--- src/rtl/mem_port_arbiter.sv ---
// -----------------------------------------------------------------------------
// mem_port_arbiter
//
// Shares the single core memory port between instruction fetch (IF) and the
// data-cache request stream (DC). One transaction is in flight at a time;
// when both requesters are pending the one not served last wins.
//
// Each transaction walks IDLE -> REQ -> WAIT -> IDLE. The request fields are
// captured on acceptance and drive the bus unchanged until granted. The
// response is registered and pulsed on the owning requester's rvalid. The
// cycle after a response is a turnaround in which no new request is accepted.
//
// Ports
//   clk, rst              clock (rising edge), asynchronous active-low reset
//   if_req_valid_i        fetch request, held until if_ready_o
//   if_addr_i             fetch address (word aligned)
//   if_ready_o            fetch request accepted this cycle
//   if_rvalid_o/if_rdata_o  fetched instruction, 1-cycle pulse
//   dc_req_valid_i        data request, held until dc_ready_o
//   dc_wen_i/dc_addr_i/dc_wdata_i/dc_wlen_i/dc_sext_i  data request fields
//   dc_ready_o            data request accepted this cycle
//   dc_rvalid_o/dc_rdata_o  load data (aligned, extended) or store ack (0)
//   stall_o               data access pending or outstanding
//   mem_req_o/mem_wen_o/mem_addr_o/mem_wdata_o/mem_wstrb_o  bus request
//   mem_gnt_i             bus accepted the request
//   mem_rvalid_i/mem_rdata_i  bus read data / write ack
// -----------------------------------------------------------------------------
module mem_port_arbiter #(
  parameter int ADDR_W = 64,
  parameter int DATA_W = 64   // fixed at 64: eight byte lanes
) (
  input  logic              clk,
  input  logic              rst,
  input  logic              if_req_valid_i,
  input  logic [ADDR_W-1:0] if_addr_i,
  output logic              if_ready_o,
  output logic              if_rvalid_o,
  output logic [31:0]       if_rdata_o,
  input  logic              dc_req_valid_i,
  input  logic              dc_wen_i,
  input  logic [ADDR_W-1:0] dc_addr_i,
  input  logic [DATA_W-1:0] dc_wdata_i,
  input  logic [1:0]        dc_wlen_i,
  input  logic              dc_sext_i,
  output logic              dc_ready_o,
  output logic              dc_rvalid_o,
  output logic [DATA_W-1:0] dc_rdata_o,
  output logic              stall_o,
  output logic              mem_req_o,
  output logic              mem_wen_o,
  output logic [ADDR_W-1:0] mem_addr_o,
  output logic [DATA_W-1:0] mem_wdata_o,
  output logic [7:0]        mem_wstrb_o,
  input  logic              mem_gnt_i,
  input  logic              mem_rvalid_i,
  input  logic [DATA_W-1:0] mem_rdata_i
);

  typedef enum logic [1:0] {S_IDLE, S_REQ, S_WAIT} state_t;
  typedef enum logic {SRC_IF = 1'b0, SRC_DC = 1'b1} src_t;

  state_t state, state_nxt;
  src_t   last_grant, src_q;
  logic   turn_q;           // high in the turnaround cycle after a response
  logic   grant_if, grant_dc, accept, resp;

  logic              wen_q, sext_q;
  logic [ADDR_W-1:0] addr_q;
  logic [DATA_W-1:0] wdata_q;
  logic [1:0]        wlen_q;
  logic [2:0]        off;
  logic [7:0]        strb_base;
  logic [DATA_W-1:0] load_shifted, load_fmt;

  assign off    = addr_q[2:0];
  assign accept = grant_if | grant_dc;
  assign resp   = (state == S_WAIT) && mem_rvalid_i;

  assign if_ready_o = grant_if;
  assign dc_ready_o = grant_dc;
  assign stall_o    = (dc_req_valid_i & ~grant_dc) |
                      ((src_q == SRC_DC) && (state != S_IDLE));

  // Arbitration, next state and bus outputs.
  // NOTE: every signal written here gets a default first, so no path through
  // the case statement leaves one unassigned and infers a latch.
  always_comb begin
    state_nxt   = state;
    grant_if    = 1'b0;
    grant_dc    = 1'b0;
    mem_req_o   = 1'b0;
    mem_wen_o   = 1'b0;
    mem_addr_o  = '0;
    mem_wdata_o = '0;
    mem_wstrb_o = '0;
    case (state)
      S_IDLE: begin
        if (!turn_q) begin
          if (if_req_valid_i && dc_req_valid_i) begin
            // Round-robin: the side that did not win last time goes first.
            if (last_grant == SRC_IF) grant_dc = 1'b1;
            else                      grant_if = 1'b1;
          end else begin
            grant_if = if_req_valid_i;
            grant_dc = dc_req_valid_i;
          end
          if (if_req_valid_i || dc_req_valid_i) state_nxt = S_REQ;
        end
      end
      S_REQ: begin
        mem_req_o  = 1'b1;
        mem_wen_o  = wen_q;
        mem_addr_o = {addr_q[ADDR_W-1:3], 3'b000};
        if (wen_q) begin
          mem_wdata_o = wdata_q << {off, 3'b000};
          // Shifting in an 8-bit context drops strobes past the top lane.
          mem_wstrb_o = strb_base << off;
        end
        if (mem_gnt_i) state_nxt = S_WAIT;
      end
      S_WAIT: begin
        if (mem_rvalid_i) state_nxt = S_IDLE;
      end
      default: state_nxt = S_IDLE;
    endcase
  end

  always_comb begin
    case (wlen_q)
      2'd0:    strb_base = 8'h01;
      2'd1:    strb_base = 8'h03;
      2'd2:    strb_base = 8'h0F;
      default: strb_base = 8'hFF;
    endcase
  end

  // Load alignment: move the addressed byte to lane 0, then extend.
  always_comb begin
    load_shifted = mem_rdata_i >> {off, 3'b000};
    case (wlen_q)
      2'd0:    load_fmt = {{(DATA_W-8){sext_q & load_shifted[7]}},   load_shifted[7:0]};
      2'd1:    load_fmt = {{(DATA_W-16){sext_q & load_shifted[15]}}, load_shifted[15:0]};
      2'd2:    load_fmt = {{(DATA_W-32){sext_q & load_shifted[31]}}, load_shifted[31:0]};
      default: load_fmt = load_shifted;
    endcase
  end

  // NOTE: sequential state uses non-blocking assignments only, so every
  // register samples the pre-edge values regardless of statement order.
  always_ff @(posedge clk or negedge rst) begin
    if (!rst) state <= S_IDLE;
    else      state <= state_nxt;
  end

  // Capture registers and registered responses.
  // NOTE: the datapath registers are reset as well: the bus and response
  // outputs are driven from them and must read 0 out of reset, and a reset
  // mid-transaction must leave nothing behind that could look like a response.
  always_ff @(posedge clk or negedge rst) begin
    if (!rst) begin
      last_grant  <= SRC_IF;
      src_q       <= SRC_IF;
      turn_q      <= 1'b0;
      wen_q       <= 1'b0;
      sext_q      <= 1'b0;
      addr_q      <= '0;
      wdata_q     <= '0;
      wlen_q      <= 2'd0;
      if_rvalid_o <= 1'b0;
      if_rdata_o  <= '0;
      dc_rvalid_o <= 1'b0;
      dc_rdata_o  <= '0;
    end else begin
      turn_q      <= resp;
      if_rvalid_o <= 1'b0;
      if_rdata_o  <= '0;
      dc_rvalid_o <= 1'b0;
      dc_rdata_o  <= '0;
      if (accept) begin
        src_q      <= grant_dc ? SRC_DC : SRC_IF;
        last_grant <= grant_dc ? SRC_DC : SRC_IF;
        if (grant_dc) begin
          wen_q   <= dc_wen_i;
          addr_q  <= dc_addr_i;
          wdata_q <= dc_wdata_i;
          wlen_q  <= dc_wlen_i;
          sext_q  <= dc_sext_i;
        end else begin
          wen_q   <= 1'b0;
          addr_q  <= if_addr_i;
          wdata_q <= '0;
          wlen_q  <= 2'd2;
          sext_q  <= 1'b0;
        end
      end
      if (resp) begin
        if (src_q == SRC_DC) begin
          dc_rvalid_o <= 1'b1;
          dc_rdata_o  <= wen_q ? '0 : load_fmt;
        end else begin
          if_rvalid_o <= 1'b1;
          if_rdata_o  <= addr_q[2] ? mem_rdata_i[63:32] : mem_rdata_i[31:0];
        end
      end
    end
  end

endmodule

--- config.mk ---
export PLATFORM = sky130hd
export DESIGN_NAME = mem_port_arbiter
export DESIGN_NICKNAME = d
export VERILOG_FILES = /design/src/rtl/mem_port_arbiter.sv
export SDC_FILE = /design/constraint.sdc
export NUM_CORES = 1
export LEC_CHECK = 0
export CELL_PAD_IN_SITES_DETAIL_PLACEMENT = 2
export CELL_PAD_IN_SITES_GLOBAL_PLACEMENT = 2
export CORE_AREA = 2 2 194 196
export DETAILED_ROUTE_END_ITERATION = 8
export DIE_AREA = 0 0 196 198
export DONT_BUFFER_PORTS = 1
export GPL_TIMING_DRIVEN = 0
export PLACE_DENSITY_LB_ADDON = 0.1
export SLEW_MARGIN = 10
export SYNTH_ARGS = -nofsm -noshare
export SYNTH_HDL_FRONTEND = slang
export SYNTH_SLANG_ARGS = --single-unit
--- constraint.sdc ---
create_clock -name clk -period 2.31 [get_ports clk]
set_clock_uncertainty 0.1 [all_clocks]
set_input_delay 0.462 -clock clk [delete_from_list [all_inputs] [get_ports clk]]
set_output_delay 0.462 -clock clk [all_outputs]
set_load 0.01 [all_outputs]
* Word-level counts from Yosys, hierarchy flattened
Cells that the tools add are included.
W data, S select, Z words.
** Operators by class
- Add/sub/neg operators :: 0
- Multipliers :: 0
- Divide/modulo/power cells :: 0
- $lt $le $gt $ge :: 0
- Eq/ne operators :: 8
- Shifts and indexed selects :: 3
- Muxes and demuxes :: 36
- Bitwise operators :: 7
- Reduce and logical (&&, ||, !) cells :: 8
** Operator list (count)
- $mux W64 :: 8
- $pmux W64 S3 :: 1
- $mux W32 :: 3
- $shl A64 B6 Y64 :: 1
- $shr A64 B6 Y64 :: 1
- $pmux W8 S3 :: 1
- $mux W8 :: 2
- $mux W1 :: 15
- $mux W2 :: 5
- $ne A2 B2 Y1 const B :: 4
- $shl A8 B3 Y8 :: 1
- $pmux W2 S3 :: 1
- $and A1 B1 Y1 :: 4
- $eq A2 B1 Y1 const B :: 2
- $eq A2 B2 Y1 const B :: 2
- $logic_not A2 Y1 :: 2
- $reduce_and A4 Y1 :: 1
- $logic_and A1 B1 Y1 :: 3
- $or A1 B1 Y1 :: 2
- $reduce_bool A2 Y1 :: 1
- $logic_or A1 B1 Y1 :: 1
- $not A1 Y1 :: 1
** Word-level totals
- Bits in registers :: 234
- Latch bits :: 0
- RAM bits :: 0
- ROM bits :: 0
- Bits of input ports :: 266
- Output and inout port bits :: 239
- Word-level logic and storage cells :: 74
- Memories kept :: 0

* Longest topological paths before layout
- Depth after elaboration :: 7
- Depth in mapped cells :: 9
- Mapped depth without buffers :: 6

* Worst setup path before layout
Ideal clock, no wire load.
- Path type :: register to output
- Start :: register addr_q[0]
- End :: output port mem_wdata_o[0]
- Arrival :: 1837 ps
- Data required time :: 1748 ps
- Setup slack :: -89 ps
- Cell stages (with the launch flop) :: 7
- Path buffers :: 4
- Cells stage by stage :: dfrtp_1 > buf_6 > buf_4 > buf_4 > buf_2 > nor3_1 > and2_1
** Between the ends
- Word-level cells in the longest chain between the ends :: 3
** RTL lines
- start: declaration :: line 68 : logic [ADDR_W-1:0] addr_q;
- start signal: assignment :: line 184 : addr_q <= dc_addr_i;
- start signal: assignment :: line 190 : addr_q <= if_addr_i;
- $shl A64 B6 Y64 :: line 115 : mem_wdata_o = wdata_q << {off, 3'b000};
- $mux W64 :: line 114 : if (wen_q) begin
- $mux W64 :: line 96 : case (state)
- end: declaration :: line 52 : output logic [DATA_W-1:0] mem_wdata_o,
Every way passes these cells.

* Final worst setup path
- Start :: register addr_q[0]
- End :: output port mem_wdata_o[60]
The elaborated chain is that of the path after synthesis.

==> results.txt <==
----------------------------------------------------
[Power]
  Leakage power ... 0.00845 uW
  Switching component of the power ... 13300 uW
  Net Sw Frac ... 45.4%
  Power Internal ... 16000 uW
  Proportion of power drawn by flip-flops and latches ... 22.2%
  Combinational group share of total power ... 61.0%
  Worst supply voltage drop on vdd ... 0.581 mV
  Pwr dens ... 1460 mW/mm^2
  Clock group share of total power ... 16.8%

[Drt]
  Total vias in the final route ... 12846
  Avg WL per Cell ... 35.1 um
  Routed WL ... 74300 um
  TritonRoute pass-1 iters ... 5
  Number of nets still failing antenna checks after routing ... 0
  Ratio of routed vias to standard cells ... 6.06
  Violation count after the first detailed-routing iteration ... 967
  Remaining DRCs ... 0

[STA]
  Final Critical Period ... 2.88 ns
  Total setup violations reported at the end of the flow ... 184
  Slew at the pin closest to its max-slew limit ... 0.978 ns
  Final hold slack ... -0.532 ns
  Final count of pins violating max slew ... 0
  Rel. slew slack ... 34.8%
  Min setup slack post-route ... -0.569 ns
  Highest clock frequency the design can meet ... 347 MHz
  Final Cycle Share ... 125%
  RSZ-0062 raised after global routing ... true
  Number of hold violations in the final report ... 234

[Status]
  Status ... finished, violations left
  Violations in the final reports ... hold timing, setup timing

[CTS]
  Number of sinks on the clock net ... 234
  Clock Tree Root ... clkbuf_16
  CTS tree ... built
  Skew-Pair Late Insertion Delay ... 0.58 ns
  Hold bufs inserted after CTS ... 160
  CTS HTree Levels ... 1
  Clock transition at the registers of the reported paths ... 0.07 ns
  Maximum root-to-sink buffer count ... 3
  TritonCTS Buffers ... 29

[Floorplan]
  Effective utilization at floorplan ... 35.2%
  Horizontal die dimension ... 196 um
  Die Outline Area ... 0.0388 mm^2
  Ports ... 505
  Core outline area ... 0.0370 mm^2
  Row count ... 71
  Die Ht ... 198 um

[Logic synthesis]
  Number of warnings printed during yosys synthesis ... 0
  Portion of the post-synthesis area used by sequential elements ... 45.0%
  Number of library cell types mapped by synthesis ... 50
  Post-Synthesis Cell Area ... 0.0130 mm^2
  Dominant cell type by area after synthesis ... dfrtp_1
  Proportion of register bits with asynchronous set or reset after synthesis ... 100%
  Top FF cell, synth ... dfrtp_1
  Top cells by area, synth ... dfrtp_1, mux2i_1, a22o_1, o21ai_0, nand2_1
  Top-area cell type share of the netlist area ... 45.0%
  Number of enable-type register cells in the synthesized netlist ... 0
  List of most frequent post-synthesis cells ... dfrtp_1, mux2i_1, nand2_1
  Post-synthesis cell count ... 1325
  Most repeated cell in the gate-level netlist after synthesis ... dfrtp_1
  Flip-flop and latch count after synthesis ... 234
  Post-Synthesis Mean Instance Area ... 9.82 um^2

[Global routing]
  Congestion Overflow GR ... 0
  Global-route wire length before repair ... 97900 um
  Overall routing resource usage ... 34.2%
  Initial antenna violation count ... 2
  Maximum number of pins on one net before global-route repair ... 235
  Via count of the first global-routing pass ... 13921

[Worst setup path]
  Data arrival time of the worst path ... 2.32 ns
  Maximum fanout along the worst path ... 10
  Endpoint required time on the critical path ... 1.75 ns
  Crit Reg-Reg Endpoint ... dc_rdata_o[62]
  Worst setup slack for register-to-register paths ... -0.24 ns
  Kind of cell with the highest combined delay on the critical path ... compound AO/OA/AOI/OAI gates
  Buffer and inverter count on the worst path ... 3
  Setup crit end kind ... primary output
  RR Startpoint ... addr_q[0]
  Ordered cell list for the critical path ... buf_8 -> buf_12 -> buf_4 -> nor2b_1 -> a211oi_1 -> a211oi_2 -> a21oi_2 -> nor2_2
  Delay of the slowest cell on the worst path ... 0.42 ns
  Startpoint types ... flop
  Critical path type ... reg2out
  Cell with the largest stage delay on the worst path ... a211oi_1
  Worst reg2reg path depth ... 10

[Placed design]
  Final estimated routing congestion in global placement ... 0.893
  Instance count after placement with tap cells included ... 1801
  Buffers on Ports ... 0
  Sum of net half-perimeters after detailed placement ... 44000 um

[Cells and area]
  Post-layout instance count excluding filler cells ... 2120
  NumNets Final ... 1889
  Layout cells sized above 1 ... 38.1%
  Area growth syn-to-layout ... 53.8%

[Worst hold path]
  Min-Delay Path Class ... in2async

[Flow run]
  Reported max-cap violation count ... 0

----------------------------------------------------
worst reg2reg max path, cell delays in order, from the launching register on:
cell,delay [ns]
dfrtp_1,0.38
buf_8,0.14
buf_4,0.13
buf_6,0.12
buf_12,0.14
mux2i_4,0.21
a2111oi_4,0.40
buf_4,0.18
nand3_1,0.08
and2_4,0.22
a221oi_4,0.34
cells by family (layout without fill, tap and decap cells):
group                  Yosys count  in the layout  share of synthesized area (%)
multiplexers                   237            237                           19.2
buffers and inverters          131            446                           5.08
AND/OR/NAND/NOR                393            395                           14.2
other                            1              5                         0.0288
flip-flops                     234            234                           45.0
AO/OA/AOI/OAI                  329            329                           16.4
placed cells by master, fill, tap and decap left out, types with 22 or more instances in the layout:
| cell type | synthesis | layout |
|---|---|---|
| a21oi_1 | 80 | 33 |
| a21oi_2 | 11 | 41 |
| a22o_1 | 67 | 67 |
| and2_4 | 1 | 69 |
| buf_12 | 0 | 23 |
| buf_4 | 11 | 60 |
| buf_6 | 9 | 53 |
| clkbuf_1 | 54 | 29 |
| clkbuf_16 | 0 | 44 |
| dfrtp_1 | 234 | 231 |
| dlygate4sd3_1 | 0 | 160 |
| mux2_2 | 44 | 36 |
| mux2i_1 | 187 | 141 |
| mux2i_2 | 0 | 23 |
| mux2i_4 | 0 | 23 |
| nand2_1 | 145 | 129 |
| nand2b_1 | 28 | 27 |
| nor2_1 | 99 | 58 |
| nor2_4 | 0 | 22 |
| o21ai_0 | 111 | 76 |
per-layer routing:
| layer | GRT usage, % | part of all wire, % | vias to the layer above |
|---|---|---|---|
| li1 | - | - | 5257 |
| met4 | 16.9 | 5.8 | 0 |
| met3 | 7.92 | 8.2 | 257 |
| met2 | 57.6 | 49 | 778 |
| met5 | 0 | 0 | - |
| met1 | 41.3 | 37 | 6554 |
power by group through the flow:
stage               sequential [uW]  clock, uW  combinational [uW]
floorplan                      5800          0                7300
global placement               6170          0               10100
detailed placement             6220          0               10300
CTS                            6300       4880               14500
global route                   6570       5100               18600
finish                         6490       4910               17900
how the worst max path moves through the flow:
stage / start / endpoint / slack, ns / cells after the start
5_1_grt: addr_q[0] / mem_wdata_o[60] / -0.62 / 8
6_report: addr_q[0] / mem_wdata_o[60] / -0.57 / 8
3_3_place_gp: state[0] / mem_wstrb_o[5] / -0.87 / 6
2_1_floorplan: addr_q[2] / mem_wstrb_o[7] / 0.06 / 6
3_5_place_dp: state[0] / mem_wstrb_o[5] / -0.90 / 6
4_1_cts: addr_q[0] / mem_wdata_o[57] / -0.48 / 9
final cells by class:
cell class              count  area, um^2
fillers                  3473       17000
multi-input cells         964        8360
well taps                 474         593
clock buffers              40         807
plain buffers             113        1250
diodes                      2        5.00
inverters                  11        47.5
clock inverters            12         183
flip-flops and latches    234        5860
repair buffers            270        2900
per-stage QoR:
stage | total power [uW] | util (%) | setup TNS (ns) | worst slack (ns) | instance area [um^2]
3_3_place_gp | 16200 | 36.8 | -88.43 | -0.872 | 13600
2_1_floorplan | 13100 | - | 0 | 0.0607 | 13000
4_1_cts | 25700 | 50.3 | -26.61 | -0.484 | 18600
6_report | 29300 | 54.1 | -50.25 | -0.569 | 20000
5_1_grt | 30200 | 54.1 | -60.65 | -0.624 | 20000
3_5_place_dp | 16500 | 36.8 | -94.60 | -0.905 | 13600
registers in the layout (all words and copies together), names as in the netlist:
signal       cells
addr_q          64
dc_rdata_o      64
dc_rvalid_o      1
if_rdata_o      32
if_rvalid_o      1
sext_q           1
src_q            1
state            2
turn_q           1
wdata_q         64
wen_q            1
wlen_q           2
timing repair:
item | in CTS | in global routing
setup endpoints to repair | 323 | 256
pin swaps | 65 | 86
cloned | 8 | 12
endpoints found under the hold margin | 356 | 234
setup buffers | 44 | 54
gates resized for setup | 524 | 225
(Power assumes the default switching activity.)
